--- src/rtl/eth_sched_pkg.sv ---
// Shared types and helpers for the Ethernet line TX scheduler.
// State encodings are visible on state_o, so they are fixed here.
package eth_sched_pkg;

  typedef enum logic [2:0] {
    ST_IDLE      = 3'd0,
    ST_WAIT_FILL = 3'd1,
    ST_ISSUE     = 3'd2,
    ST_WAIT_BUSY = 3'd3,
    ST_SENDING   = 3'd4,
    ST_GAP       = 3'd5
  } sched_state_t;

  localparam logic TX_SEL_VIDEO = 1'b0;
  localparam logic TX_SEL_CTRL  = 1'b1;

  localparam int TMR_W = 16;

  // Fill level required before launch: the prefill threshold, clipped to the line length.
  function automatic logic [15:0] min_fill(input logic [15:0] prefill, input logic [15:0] pixels);
    return (pixels < prefill) ? pixels : prefill;
  endfunction

endpackage

--- src/rtl/eth_sched_timer.sv ---
// Loadable down-counter with a zero flag; one instance serves the fill,
// busy and inter-packet-gap waits since only one of them is active at a time.
module eth_sched_timer
  import eth_sched_pkg::*;
#(
  parameter int W = TMR_W
) (
  input  logic         clk,
  input  logic         reset,
  input  logic         load,
  input  logic [W-1:0] load_val,
  output logic         zero
);

  logic [W-1:0] cnt;

  always_ff @(posedge clk) begin
    if (reset) begin
      cnt <= '0;
    end else if (load) begin
      cnt <= load_val;
    end else if (cnt != '0) begin
      cnt <= cnt - W'(1);
    end
  end

  assign zero = (cnt == '0);

endmodule

--- src/rtl/eth_line_tx_scheduler.sv ---
// Shares the UDP transmitter between video-line packets and control replies.
// Define TX_STATS_EN to add saturating video_pkt_cnt / drop_cnt outputs.
module eth_line_tx_scheduler
  import eth_sched_pkg::*;
#(
  parameter int FIFO_AW         = 9,
  parameter int PREFILL         = 256,
  parameter int IPG_CYCLES      = 12,
  parameter int FILL_TIMEOUT    = 4096,
  parameter int BUSY_TIMEOUT    = 16,
  parameter int MAX_VIDEO_BURST = 8
) (
  input  logic               clk,
  input  logic               reset,
  input  logic               frame_start,
  input  logic               line_start,
  input  logic [15:0]        line_number,
  input  logic [15:0]        pixels_per_line,
  input  logic [FIFO_AW:0]   fifo_rdusedw,
  input  logic               ctrl_req,
  input  logic [15:0]        ctrl_len,
  input  logic               tx_busy,
  output logic               tx_start,
  output logic               tx_sel,
  output logic [15:0]        tx_data_length,
  output logic [15:0]        tx_line_number,
  output logic [15:0]        frame_id,
  output logic               ctrl_ack,
  output logic               err_busy_timeout,
  output logic [2:0]         state_o
`ifdef TX_STATS_EN
  ,
  output logic [31:0]        video_pkt_cnt,
  output logic [15:0]        drop_cnt
`endif
);

  // state     | meaning
  // IDLE      | arbitrate: ctrl reply vs pending video line
  // WAIT_FILL | wait for prefill; discard empty line or drop on timeout
  // ISSUE     | one-cycle tx_start, packet descriptor latched
  // WAIT_BUSY | wait for transmitter to pick up the packet
  // SENDING   | transmitter busy; packet ends when tx_busy falls
  // GAP       | inter-packet gap

  localparam logic [TMR_W-1:0] FILL_LD   = TMR_W'(FILL_TIMEOUT - 1);
  localparam logic [TMR_W-1:0] BUSY_LD   = TMR_W'(BUSY_TIMEOUT - 1);
  localparam logic [TMR_W-1:0] IPG_LD    = TMR_W'(IPG_CYCLES - 1);
  localparam logic [15:0]      PREFILL_W = 16'(PREFILL);
  localparam logic [7:0]       BURST_MAX = 8'(MAX_VIDEO_BURST);

  sched_state_t     state, state_next;
  logic             pending, launched;
  logic [15:0]      pend_line, pend_pixels;
  logic [7:0]       burst_cnt;
  logic             tmr_load, tmr_zero;
  logic [TMR_W-1:0] tmr_val;
  logic             fill_ok, discard, fill_to, busy_to, pkt_done;
  logic             sel_next, video_launch, ctrl_launch, clear_pend;

  eth_sched_timer #(.W(TMR_W)) u_timer (
    .clk      (clk),
    .reset    (reset),
    .load     (tmr_load),
    .load_val (tmr_val),
    .zero     (tmr_zero)
  );

  assign fill_ok = 16'(fifo_rdusedw) >= min_fill(PREFILL_W, pend_pixels);

  always_comb begin
    state_next = state;
    tmr_load   = 1'b0;
    tmr_val    = '0;
    sel_next   = TX_SEL_VIDEO;
    discard    = 1'b0;
    fill_to    = 1'b0;
    busy_to    = 1'b0;
    pkt_done   = 1'b0;
    case (state)
      ST_IDLE: begin
        if (ctrl_req && (!pending || burst_cnt >= BURST_MAX)) begin
          state_next = ST_ISSUE;
          sel_next   = TX_SEL_CTRL;
          tmr_load   = 1'b1;
          tmr_val    = BUSY_LD;
        end else if (pending) begin
          state_next = ST_WAIT_FILL;
          tmr_load   = 1'b1;
          tmr_val    = FILL_LD;
        end
      end
      ST_WAIT_FILL: begin
        if (pend_pixels == '0) begin
          discard    = 1'b1;
          state_next = ST_IDLE;
        end else if (fill_ok) begin
          state_next = ST_ISSUE;
          tmr_load   = 1'b1;
          tmr_val    = BUSY_LD;
        end else if (tmr_zero) begin
          fill_to    = 1'b1;
          state_next = ST_IDLE;
        end
      end
      ST_ISSUE: state_next = ST_WAIT_BUSY;
      ST_WAIT_BUSY: begin
        if (tx_busy) begin
          state_next = ST_SENDING;
        end else if (tmr_zero) begin
          busy_to    = 1'b1;
          state_next = ST_GAP;
          tmr_load   = 1'b1;
          tmr_val    = IPG_LD;
        end
      end
      ST_SENDING: begin
        if (!tx_busy) begin
          pkt_done   = 1'b1;
          state_next = ST_GAP;
          tmr_load   = 1'b1;
          tmr_val    = IPG_LD;
        end
      end
      ST_GAP: if (tmr_zero) state_next = ST_IDLE;
      default: state_next = ST_IDLE;
    endcase
  end

  assign video_launch = (state == ST_WAIT_FILL) && (state_next == ST_ISSUE);
  assign ctrl_launch  = (state == ST_IDLE) && (state_next == ST_ISSUE);
  // An abandoned video packet also retires its line so it is not relaunched forever.
  assign clear_pend   = discard || fill_to ||
                        ((pkt_done || busy_to) && (tx_sel == TX_SEL_VIDEO));

  assign tx_start = (state == ST_ISSUE);
  assign state_o  = state;

  always_ff @(posedge clk) begin
    if (reset) begin
      state            <= ST_IDLE;
      pending          <= 1'b0;
      launched         <= 1'b0;
      pend_line        <= '0;
      pend_pixels      <= '0;
      burst_cnt        <= '0;
      frame_id         <= '0;
      tx_sel           <= TX_SEL_VIDEO;
      tx_data_length   <= '0;
      tx_line_number   <= '0;
      ctrl_ack         <= 1'b0;
      err_busy_timeout <= 1'b0;
    end else begin
      state <= state_next;
      if (frame_start) frame_id <= frame_id + 16'd1;
      if (video_launch || ctrl_launch) begin
        tx_sel         <= sel_next;
        tx_data_length <= (sel_next == TX_SEL_CTRL) ? ctrl_len : pend_pixels;
        if (video_launch) tx_line_number <= pend_line;
      end
      ctrl_ack <= pkt_done && (tx_sel == TX_SEL_CTRL);
      if (busy_to) err_busy_timeout <= 1'b1;
      // A line arriving once the pending one is committed to the wire is dropped.
      if (line_start && !launched && !video_launch) begin
        pending     <= 1'b1;
        pend_line   <= line_number;
        pend_pixels <= pixels_per_line;
      end else if (clear_pend) begin
        pending  <= 1'b0;
        launched <= 1'b0;
      end
      if (video_launch) launched <= 1'b1;
      if (!ctrl_req || ctrl_launch) begin
        burst_cnt <= '0;
      end else if (video_launch && burst_cnt < BURST_MAX) begin
        burst_cnt <= burst_cnt + 8'd1;
      end
    end
  end

`ifdef TX_STATS_EN
  logic [1:0] drop_inc;
  assign drop_inc = {1'b0, fill_to} + {1'b0, line_start && (pending || launched)};

  always_ff @(posedge clk) begin
    if (reset) begin
      video_pkt_cnt <= '0;
      drop_cnt      <= '0;
    end else begin
      if (video_launch && video_pkt_cnt != '1) video_pkt_cnt <= video_pkt_cnt + 32'd1;
      if ({1'b0, drop_cnt} + 17'(drop_inc) > 17'h0FFFF) drop_cnt <= '1;
      else                                               drop_cnt <= drop_cnt + 16'(drop_inc);
    end
  end
`endif

endmodule

--- config.mk ---
export PLATFORM = sky130hd
export DESIGN_NAME = eth_line_tx_scheduler
export DESIGN_NICKNAME = d
export VERILOG_FILES = /design/src/rtl/eth_sched_pkg.sv /design/src/rtl/eth_sched_timer.sv /design/src/rtl/eth_line_tx_scheduler.sv
export SDC_FILE = /design/constraint.sdc
export NUM_CORES = 1
export LEC_CHECK = 0
export ABC_AREA = 1
export CAP_MARGIN = 10
export CORE_MARGIN = 2
export CORE_UTILIZATION = 48
export CTS_BUF_LIST = sky130_fd_sc_hd__clkbuf_8 sky130_fd_sc_hd__clkbuf_16
export CTS_CLUSTER_SIZE = 20
export DETAILED_ROUTE_END_ITERATION = 8
export DONT_BUFFER_PORTS = 1
export PLACE_DENSITY = 0.66
export SETUP_SLACK_MARGIN = 0.02
export SLEW_MARGIN = 0
export SYNTH_ARGS = -nofsm -noshare
export SYNTH_HDL_FRONTEND = slang
export SYNTH_SLANG_ARGS = --single-unit
--- constraint.sdc ---
create_clock -name clk -period 6.6 [get_ports clk]
set_input_delay 0.66 -clock clk [delete_from_list [all_inputs] [get_ports clk]]
set_output_delay 0.66 -clock clk [all_outputs]
set_load 0.02 [all_outputs]
### Word level (Yosys, flattened, before mapping)

Index checks and enable logic that the tools add are counted.

* input bits: 64
* word-level logic and storage cells: 98
* bits in registers: 112

* muxes and demuxes: 42
* bitwise operators: 1
* add/subtract/negate cells: 3
* eq/ne operators: 7
* order comparisons: 4
* reductions and logical operators: 28

Operator list (number)
* 16-bit two-way mux: 4
* 12-bit case mux with 4 select lines: 1
* 16-bit logical NOT: 2
* 12-bit two-way mux: 2
* 3-bit two-way mux: 8
* 1-bit two-way mux: 20
* 4-bit two-way mux: 5
* 3-bit case mux with 6 select lines: 1
* 16-bit by 1-bit adder with 16-bit output (second input constant): 1
* 10-bit by 16-bit >= comparator with 1-bit output: 1
* 16-bit by 9-bit < comparator with 1-bit output (second input constant): 1
* 16-bit nonzero test: 1
* 16-bit by 1-bit subtractor with 16-bit output (second input constant): 1
* 3-bit by 2-bit == test with 1-bit output (second input constant): 3
* 8-bit by 1-bit adder with 8-bit output (second input constant): 1
* 8-bit by 4-bit >= comparator with 1-bit output (second input constant): 1
* 1-bit logical AND: 8
* 8-bit by 4-bit < comparator with 1-bit output (second input constant): 1
* 3-bit == test (second input constant): 2
* 1-bit logical OR: 6
* 2-bit nonzero test: 3
* 1-bit logical NOT: 4
* 1-bit case mux with 4 select lines: 1
* 2-bit AND reduction: 2
* 5 further kinds: 5

### Depth between registers and ports, before layout

Gate-level depths: netlist of run 1.

* depth in word-level cells: 12
* gate-level depth with buffers: 21

### Hierarchy

A second synthesis of run 1 with hierarchy kept.

* cell total of the unflattened synthesis: 758
* area total of the unflattened synthesis: 5407.7 µm²

By module, submodules not included
* eth_line_tx_scheduler: seq. area each 1921.8 µm², area each 4292.9 µm², cells an instance 579, instances 1
* eth_sched_timer: seq. area each 320.3 µm², area each 1114.8 µm², cells an instance 179, instances 1

### Least setup slack after synthesis of run 1

Ideal clock, no wire load.

* path type: flip-flop to flip-flop
* start: reg pend_pixels[9]
* end: reg tx_data_length[10]
* stages on the path, launching flop included: 20
* data required time: 6.487 ns
* data arrival time: 2.068 ns
* setup slack: 4.418 ns
* clock period less this slack: 2.182 ns
* cell sequence: dfxtp_1 > inv_2 > nand2_1 > nor2_1 > nand2_1 > clkinv_1 > nand2_1 > ha_1 > nand2_1 > nor2_1 > and2_1 > nor2_1 > nand2_1 > nand2_1 > nand2_2 > nand2_8 > nand2_4 > buf_4 > o21ai_1 > nor2_1

* word-level cells in the longest chain between the ends: 9

Ends and longest elaborated chain
* start, declared: RTL line eth_line_tx_scheduler.sv:54 `logic [15:0] pend_line, pend_pixels;`
* start signal, assigned: RTL line eth_line_tx_scheduler.sv:167 `pend_pixels <= pixels_per_line;`
* 16-bit by 9-bit < comparator with 1-bit output: RTL line eth_sched_pkg.sv:21 `return (pixels < prefill) ? pixels : prefill;`
* 16-bit two-way mux: RTL line eth_sched_pkg.sv:21
* 10-bit by 16-bit >= comparator with 1-bit output: RTL line eth_line_tx_scheduler.sv:69 `assign fill_ok = 16'(fifo_rdusedw) >= min_fill(PREFILL_W, pend_pixels);`
* 3-bit two-way mux: RTL line eth_line_tx_scheduler.sv:97 `end else if (fill_ok) begin`
* 3-bit two-way mux *: RTL line eth_line_tx_scheduler.sv:94 `if (pend_pixels == '0) begin`
* 3-bit case mux with 6 select lines *: RTL line eth_line_tx_scheduler.sv:80 `case (state)`
* 3-bit by 2-bit == test with 1-bit output *: RTL line eth_line_tx_scheduler.sv:130, eth_line_tx_scheduler.sv:131
* 1-bit logical AND, on equally long branches: RTL line eth_line_tx_scheduler.sv:130, eth_line_tx_scheduler.sv:131
* 1-bit logical OR *: RTL line eth_line_tx_scheduler.sv:156 `if (video_launch || ctrl_launch) begin`
* end signal, assigned: RTL line eth_line_tx_scheduler.sv:158 `tx_data_length <= (sel_next == TX_SEL_CTRL) ? ctrl_len : pend_pixels;`
* end, declared: RTL line eth_line_tx_scheduler.sv:25 `output logic [15:0] tx_data_length,`

Every way passes the cells marked *; elsewhere a longest branch is shown, timed or not.
A chain may end at the register's enable or synchronous reset.

### Worst setup path after layout of run 1

* start: reg pend_pixels[9]
* end: reg pend_pixels[15]

* word-level cells in the longest chain between the ends: 10

Ends and longest elaborated chain
* 16-bit by 9-bit < comparator with 1-bit output: RTL line eth_sched_pkg.sv:21
* 16-bit two-way mux: RTL line eth_sched_pkg.sv:21
* 10-bit by 16-bit >= comparator with 1-bit output: RTL line eth_line_tx_scheduler.sv:69
* 3-bit two-way mux: RTL line eth_line_tx_scheduler.sv:97
* 3-bit two-way mux *: RTL line eth_line_tx_scheduler.sv:94
* 3-bit case mux with 6 select lines *: RTL line eth_line_tx_scheduler.sv:80
* 3-bit by 2-bit == test with 1-bit output *: RTL line eth_line_tx_scheduler.sv:130 `assign video_launch = (state == ST_WAIT_FILL) && (state_next == ST_ISSUE);`
* 1-bit logical AND *: RTL line eth_line_tx_scheduler.sv:130
* 1-bit logical NOT *: RTL line eth_line_tx_scheduler.sv:164 `if (line_start && !launched && !video_launch) begin`
* 1-bit logical AND *: RTL line eth_line_tx_scheduler.sv:164

Marked as above.

==> results of run 1 <==
-- flip-flops by register name, summed over array words and instances (netlist names) --
name	count
tx_data_length	16
pend_pixels	16
ctrl_ack	1
u_timer.cnt	16
launched	1
tx_sel	1
pend_line	16
frame_id	16
pending	1
state_o	3
tx_line_number	16
err_busy_timeout	1
burst_cnt	8
-- per-layer routing --
layer | wire length, um | share of wire | track usage | vias up
li1 | - | - | - | 2278
met1 | 5420 | 0.46 | 0.260 | 2026
met2 | 5380 | 0.46 | 0.318 | 116
met3 | 751 | 0.064 | 0.0672 | 11
met4 | 141 | 0.012 | 0.0549 | 0
met5 | 0 | 0 | 0 | -
-- worst register-to-register path: stages, from the launching register on --
cell      delay [ns]
dfxtp_1         0.35
inv_2           0.05
nand2_1         0.06
nor2_1          0.04
nand2_1         0.13
clkinv_1        0.24
nand2_1         0.12
ha_1            0.25
nand2_1         0.10
nor2_1          0.05
and2_1          0.15
nor2_1          0.08
nand2_1         0.06
nand2_1         0.09
nand2_2         0.10
nand2_8         0.25
nand2_4         0.37
o21ai_1         0.32
a21oi_1         0.06
-- worst min path at each step --
| stage | from | end | slack (ns) | cells after the start |
|---|---|---|---|---|
| 3_5_place_dp | burst_cnt[5] | burst_cnt[5] | 0.43 | 2 |
| 2_1_floorplan | burst_cnt[7] | burst_cnt[7] | 0.42 | 2 |
| 3_3_place_gp | burst_cnt[5] | burst_cnt[5] | 0.43 | 2 |
| 6_report | reset | pend_line[3] | 0.34 | 1 |
| 5_1_grt | reset | pend_line[3] | 0.30 | 1 |
| 4_1_cts | reset | pend_line[4] | 0.31 | 1 |
-- kinds of logic (layout without fill, tap and decap cells) --
family	Yosys count	in the layout	synth area share
compound gates	138	138	0.136
xor+xnor	15	15	0.0254
fa+ha+maj	14	14	0.0339
buf+inv	104	94	0.0852
flops	112	112	0.434
other cells	1	1	0.000725
simple gates	332	332	0.285
-- cell usage in the layout (no fill, tap or decap), types with 8 or more instances in the layout --
cell type	synthesis	layout
inv_1	68	68
a21oi_1	56	56
clkbuf_8	0	9
nand3_1	33	33
nor2_1	128	128
o21ai_0	48	48
ha_1	14	14
nand4_1	15	15
dfxtp_1	112	112
nand2_1	118	118
nor3_1	13	13
o21ai_1	29	29
xnor2_1	8	8
-- report_power, final --
group          internal, mW  switching, mW  leakage, nW
sequential            0.757          0.107        0.917
clock                 0.181          0.243        0.104
combinational         0.153          0.284         1.22
-- through the flow --
step	instances	hold slack, ns	power [mW]
2_1_floorplan	716	0.415	1.24
5_1_grt	842	0.300	1.84
4_1_cts	842	0.314	1.74
6_report	842	0.341	1.72
3_3_place_gp	826	0.426	1.30
3_5_place_dp	826	0.430	1.32
-- final cells by class --
type / count / area share
Inverter: 77 / 0.0540
Clock inverter: 7 / 0.0146
Timing Repair Buffer: 1 / 0.00139
Tap cell: 136 / 0.0315
Clock buffer: 9 / 0.0229
Multi-Input combinational cell: 500 / 0.461
Sequential cell: 112 / 0.415
==> run_results.csv, run 1 <==
group,metric,value,unit
run_status,outcome,"finished clean",
synth,ys_ff_latch,112,
place,gp_congestion,0.881,
worst_setup_path,end_kind,"register",
cells_and_area,multi_input_area,2490,um^2
clock_network,cts_buffers,9,
synth,synth_top_area_frac,0.434,
worst_setup_path,crit_family,"simple AND/OR/NAND/NOR gates",
clock_network,clockBufferDepth,2,
synth,syn_area,5170,um^2
cells_and_area,regArea,2240,um^2
worst_setup_path,cp.arrival,3.25,ns
min_path,min_path_type,"primary input to register",
drt,drt_wl_total,11.7,mm
floorplanning,rows,37,
drt,drt_iter0_drc,243,
drt,drc_errors,0,
power,leakagePower,2.24,nW
clock_network,cts_sinks,112,
worst_setup_path,path_buf_inv,2,
sta,tns,0,ns
cells_and_area,finish.instance_area,5400,um^2
floorplanning,die_y,108,um
cells_and_area,final_layout_size_suffix_gt1_frac,0.0652,
synth,synth_most_common_cell,"nor2_1",
clock_network,cts_tree,"yes",
worst_setup_path,worstSetupPathType,"register to register",
cells_and_area,final_util,0.521,
drt,vias,4431,
sta,slew_headroom,0.244,
floorplanning,coreArea,10400,um^2
worst_setup_path,endpoint,"pend_pixels[15]",
clock_network,path_clk_slew,0.12,ns
sta,fmax,0.333,GHz
worst_setup_path,r2r_start,"pend_pixels[9]",
synth,synth_edf_count,0,
flow_run,cap_viol_max_count,0,
sta,rsz0062_at_grt,"false",
worst_setup_path,crit_fanout,50,
floorplanning,die-area,11600,um^2
synth,synth.top_cells.by_count,"nor2_1 (128), nand2_1 (118), dfxtp_1 (112)",
worst_setup_path,worst_path_largest_cell_delay,0.35,ns
worst_setup_path,reg2reg_to,"pend_pixels[15]",
synth,yosys_most_used_dff,"dfxtp_1",
sta,worstMarginPinSlew,1.13,ns
place,dpl_cell_area,5200,um^2
sta,fin_crit,3.00,ns
global_route,grt_max_degree,56,
clock_network,post_cts_resized,0,
synth,yosys_warnings,0,
place,place_ws,3.64,ns
drt,wire_per_inst,13.9,um
place,io_buffer_count,0,
global_route,grt_pass1_wl,18.6,mm
clock_network,clkLatencyLatePin,0.38,ns
worst_setup_path,slowest_stage,"dfxtp_1",
synth,synthCells,716,
global_route,overflow,0,
sta,setup_violations,0,
floorplanning,chipWidth,108,um
clock_network,cts_max_level,3,
place,post-dp-hpwl,8.41,mm
synth,synth_top_area_cell,"dfxtp_1",
clock_network,cts_setup_buffers,0,
power,powerDensity,319,nW/um^2
floorplanning,io_pins,119,
sta,min_period_over_period,0.455,
synth,synth.avg_cell_area,7.22,um^2
drt,vias_per_cell,5.26,
synth,synthArstFlopShare,0,
sta,slew_viol_final,0,
synth,synthTopCellsByArea,"dfxtp_1 (43%), nor2_1 (9.3%), nand2_1 (8.6%), a21oi_1 (5.4%), inv_1 (4.9%)",
worst_setup_path,r2r_setup_slack,3.60,ns
floorplanning,start_util,0.499,
global_route,grt_pass1_vias,3995,
worst_setup_path,critical_path_depth,18,
power,peakVddDrop,0.000166,V
synth,syn_nets,794,
worst_setup_path,cp_common_cell,"nand2_1",
worst_setup_path,start_kind,"register",
cells_and_area,diodes,0,
cells_and_area,nNetsFinal,779,
worst_setup_path,cp_cell_sequence,"inv_2 > nand2_1 > nor2_1 > nand2_1 > clkinv_1 > nand2_1 > ha_1 > nand2_1 > nor2_1 > and2_1 > nor2_1 > nand2_1 > nand2_1 > nand2_2 > nand2_8 > nand2_4 > o21ai_1 > a21oi_1",
sta,hold_violations,0,
worst_setup_path,cp_data_required_time,6.84,ns
sta,skew,0.0179,ns
cells_and_area,area_growth,4.48,%
cells_and_area,nFillCells,1014,
drt,ant_nets,0,
worst_setup_path,startpoint,"pend_pixels[9]",
global_route,globalRouteTotalUtil,0.200,
global_route,antenna_found_initial,0,
synth,synth.yosys.seq_area_share,0.434,
sta,layout_setup_ws,3.60,ns
worst_setup_path,reg2reg_depth,18,
synth,synth_cell_types,39,
clock_network,ctsRootBufferMaster,"clkbuf_8",
drt,first_pass_iters,5,
clock_network,postCtsHoldBufs,0,
Note: power is estimated with default switching activity, not from simulation.
==> inputs of run 2 (changes only) <==
- clock period: 6.6 -> 3 ns (I/O delays scaled with it)
==> run 2 against run 1 <==
  * Cell area rose by 1.4%
  * Die area did not move
  * Total power rose by 120%
  * Setup slack got worse by 3.3 ns
  * Critical path type unchanged
  * Critical endpoint unchanged
==> run_results.csv, run 2 (synthesized netlist as in run 1, its figures left out) <==
group,metric,value,unit
worst_setup_path,reg2reg_depth,18,
drt,drt_wl_total,11.9,mm
clock_network,path_clk_slew,0.11,ns
sta,slew_headroom,0.414,
drt,first_pass_iters,4,
global_route,overflow,0,
cells_and_area,final_util,0.528,
power,peakVddDrop,0.000308,V
sta,fin_crit,2.73,ns
run_status,outcome,"finished clean",
sta,fmax,0.366,GHz
drt,vias_per_cell,5.17,
global_route,grt_pass1_vias,4090,
min_path,min_path_type,"primary input to register",
cells_and_area,final_layout_size_suffix_gt1_frac,0.0731,
cells_and_area,final_cell_mix,"nor2_1 (128), nand2_1 (118), dfxtp_1 (112)",
global_route,globalRouteTotalUtil,0.206,
clock_network,cts_buffers,9,
floorplanning,rows,37,
sta,setup_violations,0,
sta,hold_violations,0,
drt,drt_iter0_drc,310,
power,powerDensity,684,nW/um^2
drt,ant_nets,0,
drt,met1Wirelength,5.31,mm
sta,skew,0.0128,ns
drt,wire_per_inst,14.0,um
cells_and_area,area_growth,5.91,%
global_route,antenna_found_initial,0,
clock_network,cts_sinks,112,
worst_setup_path,cp_data_required_time,3.26,ns
sta,whs,0.0724,ns
cells_and_area,diodes,0,
clock_network,cts_max_level,3,
place,io_buffer_count,0,
worst_setup_path,end_kind,"register",
worst_setup_path,crit_fanout,50,
sta,rsz0062_at_grt,"false",
place,gp_congestion,0.908,
worst_setup_path,cp.arrival,2.99,ns
floorplanning,chipWidth,108,um
sta,worstMarginPinSlew,0.878,ns
flow_run,cap_viol_max_count,0,
floorplanning,coreArea,10400,um^2
global_route,grt_max_degree,59,
sta,tns,0,ns
clock_network,cts_setup_buffers,0,
worst_setup_path,start_kind,"register",
clock_network,clkLatencyLatePin,0.38,ns
drt,vias,4379,
sta,min_period_over_period,0.910,
floorplanning,io_pins,119,
floorplanning,die_y,108,um
power,leakagePower,2.27,nW
drt,dr.max_layer_used,"met4",
drt,drc_errors,0,
floorplanning,start_util,0.499,
clock_network,ctsRootBufferMaster,"clkbuf_8",
clock_network,cts_tree,"yes",
cells_and_area,final_common_cell,"nor2_1",
drt,wl_met3,845,um
floorplanning,die-area,11600,um^2
global_route,grt_pass1_wl,19.1,mm
min_path,hold_depth,2,
cells_and_area,nNetsFinal,785,
power,finalPower,3.75,mW
drt,wl_met2,5.49,mm
sta,slew_viol_final,0,
worst_setup_path,worstSetupPathType,"register to register",
clock_network,clockBufferDepth,2,
place,post-dp-hpwl,8.42,mm
run 2: worst max-delay path, cell delays in order (launching register included):
cell and delay (ns):
dfxtp_1 0.32, inv_2 0.06, nand2_1 0.05, nor2_1 0.15, nand2_1 0.16, clkinvlp_4 0.18
nand2_1 0.07, ha_1 0.29, nand2_1 0.09, nor2_1 0.06, and2_1 0.13, nor2_1 0.09
nand2_1 0.06, nand2_1 0.11, nand2_4 0.11, nand2_8 0.19, nand2_8 0.22, o21ai_1 0.22
a21oi_1 0.05
run 2: path summary, 6_finish.rpt:
path	startpoint	to	slack, ns
max	pend_pixels[12]	pend_pixels[15]	0.27
min	line_number[0]	pend_line[0]	0.07
max reg2reg	pend_pixels[12]	pend_pixels[15]	0.27
min reg2reg	burst_cnt[6]	burst_cnt[6]	0.44
run 2: what timing repair did:
item                                    4_1_cts  5_1_grt
hold buffers                                  2        0
hold endpoints to repair                     35        0
gates resized for setup                       0        6
endpoints found under the setup margin        0       38
run 2: final cells by class:
type                       instances  area [um^2]
multi-input combinational        501         2530
clock inverter                     5         40.0
sequential                       112         2240
clock buffer                      10          138
tap                              136          170
fill                            1026         4890
timing repair buffer               6         63.8
inverter                          77          295
run 2: metrics by stage:
stage | cell area (um^2) | setup WS [ns] | instances
floorplan | 5170 | 0.818 | 716
global placement | 5220 | 0.315 | 829
detailed placement | 5220 | 0.190 | 829
CTS | 5430 | 0.169 | 846
global route | 5480 | 0.0169 | 847
finish | 5480 | 0.270 | 847
run 2: metal layers:
layer	up-vias	GRT usage
li1	2297	-
met1	1963	0.248
met2	97	0.338
met3	22	0.0720
met4	0	0.0806
met5	-	0
run 2: power breakdown:
group / internal (mW) / switching (mW)
registers: 1.67 / 0.238
clock network: 0.328 / 0.513
logic: 0.353 / 0.648
total: 2.35 / 1.40
